## src/rtl/qdec_dial_counter.sv

```systemverilog
// Quadrature decoder and wrapping position counter for the safe dial.
// Optional index/home input enabled by defining QDEC_INDEX_EN.
//
// Ports:
//   clk, rst  : clock, asynchronous active-high reset
//   a, b      : raw encoder channels (asynchronous)
//   z, idx    : index input / index pulse (QDEC_INDEX_EN only)
//   clr       : synchronous clear of cnt
//   cnt       : dial position 0..CNT_MAX
//   step      : 1-cycle pulse on a counted step
//   up        : direction of the last counted step (1 = CW)
//   dirch     : 1-cycle pulse when the counted direction reverses
//   err       : 1-cycle pulse on an illegal (two-bit) transition
module qdec_dial_counter #(
    parameter int CNT_W   = 7,
    parameter int CNT_MAX = 99,
    parameter int DEB_LEN = 4,
    parameter int MODE    = 4
) (
    input  logic             clk,
    input  logic             rst,
    input  logic             a,
    input  logic             b,
`ifdef QDEC_INDEX_EN
    input  logic             z,
    output logic             idx,
`endif
    input  logic             clr,
    output logic [CNT_W-1:0] cnt,
    output logic             step,
    output logic             up,
    output logic             dirch,
    output logic             err
);

`ifdef QDEC_INDEX_EN
    localparam int NP = 3;
    // Index idles low; encoder pins idle high at the detent.
    localparam logic [NP-1:0] RV = 3'b011;
`else
    localparam int NP = 2;
    localparam logic [NP-1:0] RV = 2'b11;
`endif

    localparam int DW = (DEB_LEN < 2) ? 1 : $clog2(DEB_LEN + 1);
    localparam logic [DW-1:0]    DLAST = DW'(DEB_LEN - 1);
    localparam logic [CNT_W-1:0] TOP   = CNT_W'(CNT_MAX);

    logic [NP-1:0] pin, s1, s2, f;
    logic [DW-1:0] dc [NP];

`ifdef QDEC_INDEX_EN
    assign pin = {z, a, b};
`else
    assign pin = {a, b};
`endif

    // Synchroniser and per-pin debounce: a pin updates its filtered
    // value only after DEB_LEN consecutive clocks of disagreement.
    always_ff @(posedge clk or posedge rst) begin
        if (rst) begin
            s1 <= RV;
            s2 <= RV;
            f  <= RV;
            for (int i = 0; i < NP; i++) dc[i] <= '0;
        end else begin
            s1 <= pin;
            s2 <= s1;
            for (int i = 0; i < NP; i++) begin
                if (s2[i] == f[i]) begin
                    dc[i] <= '0;
                end else if (dc[i] == DLAST) begin
                    f[i]  <= s2[i];
                    dc[i] <= '0;
                end else begin
                    dc[i] <= dc[i] + 1'b1;
                end
            end
        end
    end

    logic [1:0]       ps, cs;
    logic             cw, ccw, bad, hit;
    logic [CNT_W-1:0] nxt;

    assign cs = f[1:0];

    // CW order is 11 -> 01 -> 00 -> 10 -> 11.
    always_comb begin
        cw  = (ps == 2'b11 && cs == 2'b01) || (ps == 2'b01 && cs == 2'b00) ||
              (ps == 2'b00 && cs == 2'b10) || (ps == 2'b10 && cs == 2'b11);
        ccw = (ps == 2'b01 && cs == 2'b11) || (ps == 2'b00 && cs == 2'b01) ||
              (ps == 2'b10 && cs == 2'b00) || (ps == 2'b11 && cs == 2'b10);
        bad = (ps ^ cs) == 2'b11;
        if (MODE == 1)      hit = (cw | ccw) && (cs == 2'b11);
        else if (MODE == 2) hit = (cw | ccw) && (ps[1] != cs[1]);
        else                hit = cw | ccw;
        if (cw) nxt = (cnt == TOP) ? '0 : cnt + 1'b1;
        else    nxt = (cnt == '0) ? TOP : cnt - 1'b1;
    end

`ifdef QDEC_INDEX_EN
    logic zd;
    logic zrise;
    assign zrise = f[2] & ~zd;
`endif

    always_ff @(posedge clk or posedge rst) begin
        if (rst) begin
            ps    <= 2'b11;
            cnt   <= '0;
            step  <= 1'b0;
            up    <= 1'b1;
            dirch <= 1'b0;
            err   <= 1'b0;
`ifdef QDEC_INDEX_EN
            zd    <= 1'b0;
            idx   <= 1'b0;
`endif
        end else begin
            ps    <= cs;
            step  <= 1'b0;
            dirch <= 1'b0;
            err   <= bad;
`ifdef QDEC_INDEX_EN
            zd    <= f[2];
            idx   <= 1'b0;
            if (zrise) begin
                cnt <= '0;
                idx <= 1'b1;
            end else
`endif
            if (clr) begin
                cnt <= '0;
            end else if (hit) begin
                cnt   <= nxt;
                step  <= 1'b1;
                up    <= cw;
                dirch <= (cw != up);
            end
        end
    end

endmodule

```

## config.mk

```make
export PLATFORM = sky130hd
export DESIGN_NAME = qdec_dial_counter
export DESIGN_NICKNAME = d
export VERILOG_FILES = /design/src/rtl/qdec_dial_counter.sv
export SDC_FILE = /design/constraint.sdc
export NUM_CORES = 1
export LEC_CHECK = 0
export BUFFER_PORTS_ARGS = -buffer_cell sky130_fd_sc_hd__buf_2
export CAP_MARGIN = 15
export CORE_ASPECT_RATIO = 0.7
export CORE_UTILIZATION = 40
export CTS_CLUSTER_SIZE = 14
export DETAILED_ROUTE_END_ITERATION = 8
export PLACE_DENSITY_LB_ADDON = 0.2
export SETUP_SLACK_MARGIN = 0.4
export SYNTH_ARGS = -nofsm -noshare
export SYNTH_HDL_FRONTEND = slang
export SYNTH_SLANG_ARGS = --single-unit
```

## constraint.sdc

```tcl
create_clock -name clk -period 2.16 [get_ports clk]
set_clock_uncertainty 0.2 [all_clocks]
set_input_delay 0.648 -clock clk [delete_from_list [all_inputs] [get_ports clk]]
set_output_delay 0.648 -clock clk [all_outputs]
set_load 0.02 [all_outputs]
```

Word level (Yosys, flattened, before mapping)
Index checks and enable logic that the tools add are counted.

Bits in registers: 25. Output and inout port bits: 11.

Add/subtract/negate cells: 4. Bitwise logic cells: 5. Eq/ne operators: 13. Mux-type cells: 13. Reductions and logical operators: 21.

Operator list (count): $mux W7 (5); $mux W3 (4); $eq A2 B2 Y1 const B (5); $logic_and A1 B1 Y1 (8); $add A7 B1 Y7 const B (1); $eq A7 B7 Y1 const B (1); $logic_not A7 Y1 (1); $sub A7 B1 Y7 const B (1); $add A3 B1 Y3 const B (2); $eq A3 B2 Y1 const B (2); $logic_or A1 B1 Y1 (6); $reduce_and A2 Y1 (3); $eq A2 B1 Y1 const B (2); $logic_not A2 Y1 (2); $mux W1 (4); $not A1 Y1 (3); $eq A1 B1 Y1 (2); $reduce_bool A2 Y1 (1); $xor A2 B2 Y2 (1); $ne A1 B1 Y1 (1); $or A1 B1 Y1 (1).

Logic depth before layout (Yosys ltp)
Gate-level depths: netlist of run 1.

Depth in word-level cells: 8. Depth in mapped cells: 7. Gate-level depth less buffers: 6.

Worst setup path after synthesis of run 1
No wires, ideal clock.

Path kind: reg-to-reg. Start point: register cnt[0]. End point: register cnt[2]. Setup slack: -0.088 ns. Stages on the path, launching flop included: 8. Arrival: 1.970 ns. Clock period less this slack: 2.248 ns. Buffers on the path: 1. Cells stage by stage: dfrtp_1 -> clkbuf_1 -> inv_1 -> ha_1 -> a32oi_1 -> a32oi_1 -> or4_1 -> a21oi_1.

Word-level cells in the longest chain between the ends: 5. Elaborated cells on any way between the ends: 9.

Ends and longest elaborated chain: start: declaration (line 29) `output logic [CNT_W-1:0] cnt,`; start signal: assignment (line 136) `cnt <= nxt;`; $sub A7 B1 Y7 (tied with other cells) (line 99) `else nxt = (cnt == '0) ? TOP : cnt - 1'b1;`; $mux W7 (on tied branches) (line 99, 98); $mux W7 * (line 98) `if (cw) nxt = (cnt == TOP) ? '0 : cnt + 1'b1;`; $mux W7 * (line 135) `end else if (hit) begin`; $mux W7 * (line 133) `if (clr) begin`.

Every way passes the cells marked *; elsewhere a longest branch is shown, timed or not. The select of a mux whose other input is x is not followed. A chain may end at the register's enable or synchronous reset.

Worst setup path after layout of run 1
Start point: register f[1], in the netlist cs[1]. End point: register cnt[2].

Word-level cells in the longest chain between the ends: 8. Elaborated cells on any way between the ends: 23.

Ends and longest elaborated chain: start: declaration (line 49) `logic [NP-1:0] pin, s1, s2, f;`; start signal: indexed assignment (line 73) `f[i] <= s2[i];`; $eq A2 B1 Y1 / $logic_not A2 Y1 (equally long branches) (line 90, 92, 93); $logic_and A1 B1 Y1 (line 90) `cw = (ps == 2'b11 && cs == 2'b01) || (ps == 2'b01 && cs == 2'b00) ||`; $logic_or A1 B1 Y1 (2 in a row) (line 90); $logic_or A1 B1 Y1 (line 91) `(ps == 2'b00 && cs == 2'b10) || (ps == 2'b10 && cs == 2'b11);`; $mux W7 (line 98); $mux W7 (line 135); $mux W7 (line 133).

Parallel ways exist; a longest one is shown, timed or not. The select of a mux whose other input is x is not followed.

==> metrics.md, run 1 <==
| Metric | Value |
|---|---|
| Reg2reg start | `cs[1]` |
| Share of cells above drive strength 1 | `roughly half` |
| Switching part of the total | `between 40% and 50%` |
| Worst rel slew slack | `between 70 and 80%` |
| GR Util All Layers | `17.6%` |
| DRC viols | `0` |
| Flop2flop setup slack | `around 0.20 ns` |
| Pins Over Slew Limit | `0` |
| WL/cell | `14.7 microns` |
| Hold Path End | `s2[0]` |
| Worst-path maximum fanout | `5` |
| Power per cell area | `1800 mW/mm^2` |
| Leading cell type in the layout, fill and taps excluded | `buf_4` |
| Status | `complete, no violations` |
| XOR/XNOR share of the synthesized area | `under 10%` |
| WL final | `between 2000 and 3000 microns` |
| Async set or reset register ratio after synthesis | `100%` |
| Drt initial violations | `69` |
| Clock share of power | `around 8.4%` |
| Die area | `0.00344 sq mm` |
| Fraction of the mapped netlist area in compound gates | `13.7%` |
| Setup_tns | `0 ns` |
| Starting Density | `approximately 44%` |
| Top-Level Pins | `16` |
| Startpoint types | `flop` |
| Initial antenna violation count | `0` |
| Unrepaired setup endpoints after global routing | `true` |
| Cells after Synth | `116` |
| Period utilization | `between 90% and 100%` |
| Most common flop cell mapped by yosys | `dfrtp_1` |
| Final hold viol count | `0` |
| Worst Path Required | `between 2 and 2.5 ns` |
| Dpl hpwl | `about 1800 microns` |
| Finished Core Util | `roughly three fifths` |
| # H-tree levels | `1` |
| CTS Hold Bufs | `0` |
| Multiplexer area fraction after synthesis | `between 2 and 3%` |
| Synth warn | `0` |
| Worst hold start | `s1[0]` |
| Num CTS Buffers | `3` |
| Post-synth cell types | `39` |
| Final ANT Viol Nets | `0` |
| Seq pwr share | `between 20% and 30%` |
| Simple logic cell fraction of the synthesized area | `between 10% and 20%` |
| Internal power | `approximately 1.8 mW` |
| Min-Delay Path Class | `flop to flop` |
| TritonCTS clock tree | `done` |
| Maximum vdd drop | `roughly 0.8 mV` |
| Hold path depth | `0` |
| Post-synthesis register bit count | `25` |
| Leading cell types in the layout, fill and taps excluded | `buf_4 (21), dfrtp_1 (10), buf_6 (10)` |
| Vias per cell | `5.46` |
| FP Rows | `16` |
| Syn nets | `approximately 130` |
| Switching power | `around 1.3 mW` |
| Clk_lat worst skew | `around 0.26 ns` |
| Final setup vio count | `0` |
| Reg2Reg Depth | `5` |
| CTS clk-pin slew, worst paths | `around 0.080 ns` |
| Mapped Avg Cell Area | `~11 sq um` |
| Core Region | `just under 0.003 sq mm` |
| CTS sink cnt | `25` |
| Vias | `approximately 1,000` |
| Largest family of logic cells by synthesized area | `simple AND/OR/NAND/NOR gates` |
| Clk buf depth | `2` |
| Worst-margin pin slew | `around 0.36 ns` |
| Combinational group share of total power | `between 60% and 70%` |
| Routability Congestion | `around 0.87` |
| Synth Area in Adders | `around 4.9%` |
| Seq/Total Area, Yosys | `49.6%` |
| RR Endpoint | `cnt[2]` |
| Drt first pass iters | `4` |
| Die Y | `roughly 50 microns` |
| EDFF count, synth | `0` |
| Tmin final | `approximately 2 ns` |
| Die Width | `approximately 70 microns` |
| Vias in the first global route | `between 900 and 1,000` |
| Root Buffer | `clkbuf_8` |
| First-pass GRT wire length | `between 4000 and 5000 microns` |
| F_max | `0.511 GHz` |
| Antenna cells | `0` |
| PortBufs | `15` |
| Post-layout nets | `~170` |
| Largest net degree at the start of global routing | `26` |
| Worst Setup End Kind | `flop` |
| Area growth syn-to-layout | `35.5%` |
| WS Path Type | `flop to flop` |
| Post-Syn Area | `approximately 0.0013 sq mm` |
| Max Cap Viol | `0` |
| LEAKAGE | `~0.76 nW` |
| Critical Path AT | `1.95 ns` |
| Gr ovfl total | `0` |
## per-layer routing
metal | GRT usage, % | share of wire [%] | vias up
met2 | 24.6 | 42 | 48
met4 | 4.00 | 0.81 | 0
met5 | 0 | 0 | -
met3 | 4.96 | 7.7 | 4
met1 | 26.8 | 50 | 489
li1 | - | - | 508
## state kept, by name (all words and copies together) (netlist names)
name	count
s2	2
dc	6
ps	2
s1	2
cs	2
cnt	7
up	1
err	1
step	1
dirch	1
## what timing repair did
item,in CTS,in global routing
hold endpoints to repair,0,0
setup endpoints to repair,14,17
cloned,0,0
setup buffers,18,6
pin swaps,5,5
gates resized for setup,16,15
## cell usage after synthesis, types with 3 or more instances
master | count | area share, %
dfrtp_1 | 16 | 31
dfstp_2 | 9 | 18
xnor2_1 | 8 | 5.5
nand3_1 | 7 | 2.7
nor3_1 | 7 | 2.7
nand2_1 | 6 | 1.8
ha_1 | 5 | 4.9
inv_1 | 5 | 1.5
nor2_1 | 5 | 1.5
a31oi_1 | 3 | 1.5
a32oi_1 | 3 | 2.0
and3_1 | 3 | 1.5
nor2b_1 | 3 | 1.5
nor3b_1 | 3 | 1.8
o21ai_1 | 3 | 1.2
o22ai_1 | 3 | 1.5
## power groups by stage
stage,Combinational [mW],Sequential [mW],Clock (mW)
2_1_floorplan,1.14,0.874,0
3_3_place_gp,1.35,0.858,0
3_5_place_dp,1.35,0.865,0
4_1_cts,1.81,0.829,0.277
5_1_grt,2.19,0.856,0.303
6_report,2.03,0.836,0.262
## metrics by stage
step / cells / setup WS [ns] / power, mW / hold WS [ns] / area [sq um]
after floorplan: 116 / 0.238 / 2.01 / 0.145 / 1320
after global placement: 164 / 0.141 / 2.20 / 0.148 / 1400
after detailed placement: 164 / 0.137 / 2.21 / 0.149 / 1400
after CTS: 186 / 0.231 / 2.92 / 0.161 / 1640
after global routing: 192 / 0.131 / 3.35 / 0.168 / 1740
final: 192 / 0.202 / 3.13 / 0.159 / 1740
## how the worst max path moves through the flow
stage / from / endpoint / cells past startpoint
detailed placement: cs[1] / cnt[3] / 5
global placement: cs[1] / cnt[2] / 5
CTS: cs[1] / cnt[2] / 5
floorplan: cs[1] / cnt[2] / 6
global route: cs[1] / cnt[2] / 5
finish: cs[1] / cnt[2] / 5
## layout make-up
cell class	count	area [sq um]
multi-input cells	82	672
well taps	36	45.0
flip-flops and latches	25	644
repair buffers	40	314
inverters	5	18.8
fillers	254	1180
clock buffers	4	45.0
## cells by family (layout without fill, tap and decap cells)
| group | count (synthesis) | in the layout |
|---|---|---|
| muxes | 3 | 3 |
| buffers and inverters | 9 | 49 |
| DFF | 25 | 25 |
| AOI/OAI and AO/OA | 24 | 24 |
| xor gates and xnor gates | 9 | 9 |
| and+or+nand+nor | 41 | 41 |
| adders and majority gates | 5 | 5 |
## critical path, cell delays in order, from the launching register on
cell and delay, ns:
dfstp_2 0.61, xor2_4 0.21, and2_4 0.20, a32oi_1 0.09, or4_1 0.43, a21oi_2 0.13
Note: power is estimated with default switching activity, not from simulation.
==> run 2: changes to the inputs <==
REMOVE_ABC_BUFFERS = 1   (was unset)
==> run 2 against run 1 <==
Effect of this change:
- maximum frequency fell by 5.1%
- highest routed layer unchanged
- via count rose by 16%
- first-iteration DRC count up 72%
- worst setup slack lost 0.11 ns
- largest cell class unchanged
==> metrics.md, run 2 (same netlist as run 1, synthesis figures left out) <==
| Metric | Value |
|---|---|
| Die Width | `69.7 microns (unchanged)` |
| Drt initial violations | `119 (+72%)` |
| Vias | `1,216 (+16%)` |
| GR Util All Layers | `19.6% (+2.0 points)` |
| Most Crowded Layer GR | `met2` |
| Tmin final | `2.06 ns (+0.105 ns)` |
| Grt met2 use | `29.6% (+5.0 points)` |
| Die area | `0.00344 sq mm (unchanged)` |
| Largest net degree at the start of global routing | `26 (unchanged)` |
| CP max stage cell | `dfstp_2` |
| Num CTS Buffers | `3 (unchanged)` |
| Unrepaired setup endpoints after global routing | `true` |
| Max Cap Viol | `0 (unchanged)` |
| Internal power | `2.26 mW (+24%)` |
| DRC viols | `0 (unchanged)` |
| Place WS | `0.121 ns (-0.0159 ns)` |
| # H-tree levels | `1 (unchanged)` |
| Leading cell types in the layout, fill and taps excluded | `buf_4 (30), buf_6 (20), dfrtp_1 (15)` |
| Root Buffer | `clkbuf_8` |
| Flop2flop setup slack | `0.1 ns (-0.11 ns)` |
| Crit-path leading delay family | `flip-flops` |
| Maximum vdd drop | `1.10 mV (+34%)` |
| Drt first pass iters | `4 (unchanged)` |
| Vias per cell | `5.79 (+6.0%)` |
| Final setup vio count | `0 (unchanged)` |
| CTS clk-pin slew, worst paths | `0.09 ns (about the same)` |
| Global routing usage on met1 | `26.7% (about the same)` |
| WL final | `3600 microns (+27%)` |
| Core Region | `0.00292 sq mm (unchanged)` |
| Routability Congestion | `0.858 (-0.86%)` |
| Clk_lat worst skew | `0.27 ns (about the same)` |
| Gr ovfl total | `0 (unchanged)` |
| Share of cells above drive strength 1 | `56.3% (+8.2 points)` |
| Max reg flops | `7 (unchanged)` |
| Finished Core Util | `68.5% (+8.9 points)` |
| Combinational group share of total power | `72.1% (+7.2 points)` |
| Reg2reg start | `ps[1]` |
| Vias in the first global route | `1,082 (+8.5%)` |
| Crit path cell chain | `xnor2_2, and2_4, buf_4, nor3_1, o32ai_1, a221o_1` |
| Post-layout nets | `185 (+11%)` |
| Register area | `638 sq um (-0.97%)` |
| Pins Over Slew Limit | `0 (unchanged)` |
| Min-Delay Path Class | `flop to flop` |
| Reg2Reg Depth | `6 (+1)` |
| Post-route setup slack | `0.0970 ns (-0.105 ns)` |
| First-pass GRT wire length | `5180 microns (+11%)` |
| Die Y | `49.4 microns (unchanged)` |
| TritonCTS clock tree | `done` |
| Switching part of the total | `41.8% (-0.16 points)` |
| Crit path from | `ps[1]` |
| Clock share of power | `7.2% (-1.2 points)` |
| Antenna cells | `0 (unchanged)` |
| Final hold viol count | `0 (unchanged)` |
| FP Rows | `16 (unchanged)` |
| Power per cell area | `1940 mW/mm^2 (+7.7%)` |
| Leading cell type in the layout, fill and taps excluded | `buf_4` |
| Worst Path Required | `2.11 ns (-0.04 ns)` |
| Starting Density | `43.9% (unchanged)` |
| Hold path depth | `0 (unchanged)` |
| PortBufs | `15 (unchanged)` |
| WS Path Type | `flop to flop` |
| Critical Path Max Stage Delay | `0.62 ns (about the same)` |
| WL/cell | `17.1 microns (+16%)` |
| Area of the multi-input gates | `747 sq um (+11%)` |
| Hold Path End | `s2[0]` |
| Final ANT Viol Nets | `0 (unchanged)` |
| Critical Path AT | `2.01 ns (+0.06 ns)` |
| Worst Setup End Kind | `flop` |
| Top-Level Pins | `16 (unchanged)` |
| Fillers | `208 (-18%)` |
| Worst hold start | `s1[0]` |
| Period utilization | `95.5% (+4.9 points)` |
| Setup_tns | `0 ns (unchanged)` |
| Post-placement cell count | `170 (+3.7%)` |
| Met3 Use GR | `7.85% (+2.9 points)` |
| Worst rel slew slack | `67.8% (-8.0 points)` |
| Status | `complete, no violations` |
| LEAKAGE | `0.901 nW (+18%)` |
| Seq pwr share | `20.7% (-6.0 points)` |
| Biggest regs | `cnt x7, dc x6` |
| CTS Hold Bufs | `0 (unchanged)` |
| Register bank with the most flops | `cnt` |
| Worst-margin pin slew | `0.476 ns (+0.120 ns)` |
| Area growth syn-to-layout | `55.8%` |
| Startpoint types | `flop` |
| Dpl hpwl | `1910 microns (+6.1%)` |
| Final Power | `3.87 mW (+24%)` |
| Initial antenna violation count | `0 (unchanged)` |
| Clk buf depth | `2 (unchanged)` |
| RR Endpoint | `cnt[3]` |
| Switching power | `1.62 mW (+23%)` |
| Final Non-Filler Cells | `210 (+9.4%)` |
| Worst-path maximum fanout | `4 (-1)` |
| F_max | `0.485 GHz (-5.1%)` |
| WP buf/inv | `1 (+1)` |
| CTS sink cnt | `25 (unchanged)` |
run 2: worst max path at each step:
| stage | endpoint | slack [ns] | depth (start not counted) |
|---|---|---|---|
| after floorplan | cnt[2] | 0.05 | 6 |
| after global placement | cnt[3] | 0.11 | 5 |
| after detailed placement | cnt[3] | 0.12 | 5 |
| after CTS | cnt[3] | 0.21 | 5 |
| after global routing | cnt[2] | 0.11 | 5 |
| final | cnt[3] | 0.1 | 6 |
run 2: routing by layer:
layer,vias to the layer above,wire length [microns]
met2,61,1680
li1,548,-
met4,0,94
met1,589,1590
met3,18,234
met5,-,0
run 2: repair_timing:
action / 4_1_cts / 5_1_grt
resized for setup: 34 / 21
pin swaps: 8 / 6
buffers inserted: 26 / 10
endpoints found under the setup margin: 15 / 17
run 2: area by class of cell:
type	count	share of cell area, %
flip-flops and latches	25	31.9
clock inverters	1	0.250
multi-input cells	82	37.3
inverters	5	0.938
clock buffers	3	2.06
well taps	36	2.25
repair buffers	58	25.3
run 2: stage by stage:
stage	area, sq um	hold WS (ns)
6_report	2000	0.159
5_1_grt	2000	0.165
4_1_cts	1810	0.161
3_5_place_dp	1420	0.148
3_3_place_gp	1420	0.146
2_1_floorplan	1250	0.145
run 2: power by group through the flow:
| stage | Combinational [mW] | Sequential, mW | Clock, mW |
|---|---|---|---|
| after floorplan | 0.959 | 0.893 | 0 |
| after global placement | 1.44 | 0.772 | 0 |
| after detailed placement | 1.46 | 0.784 | 0 |
| after CTS | 2.20 | 0.794 | 0.283 |
| after global routing | 2.93 | 0.818 | 0.304 |
| final | 2.79 | 0.801 | 0.278 |
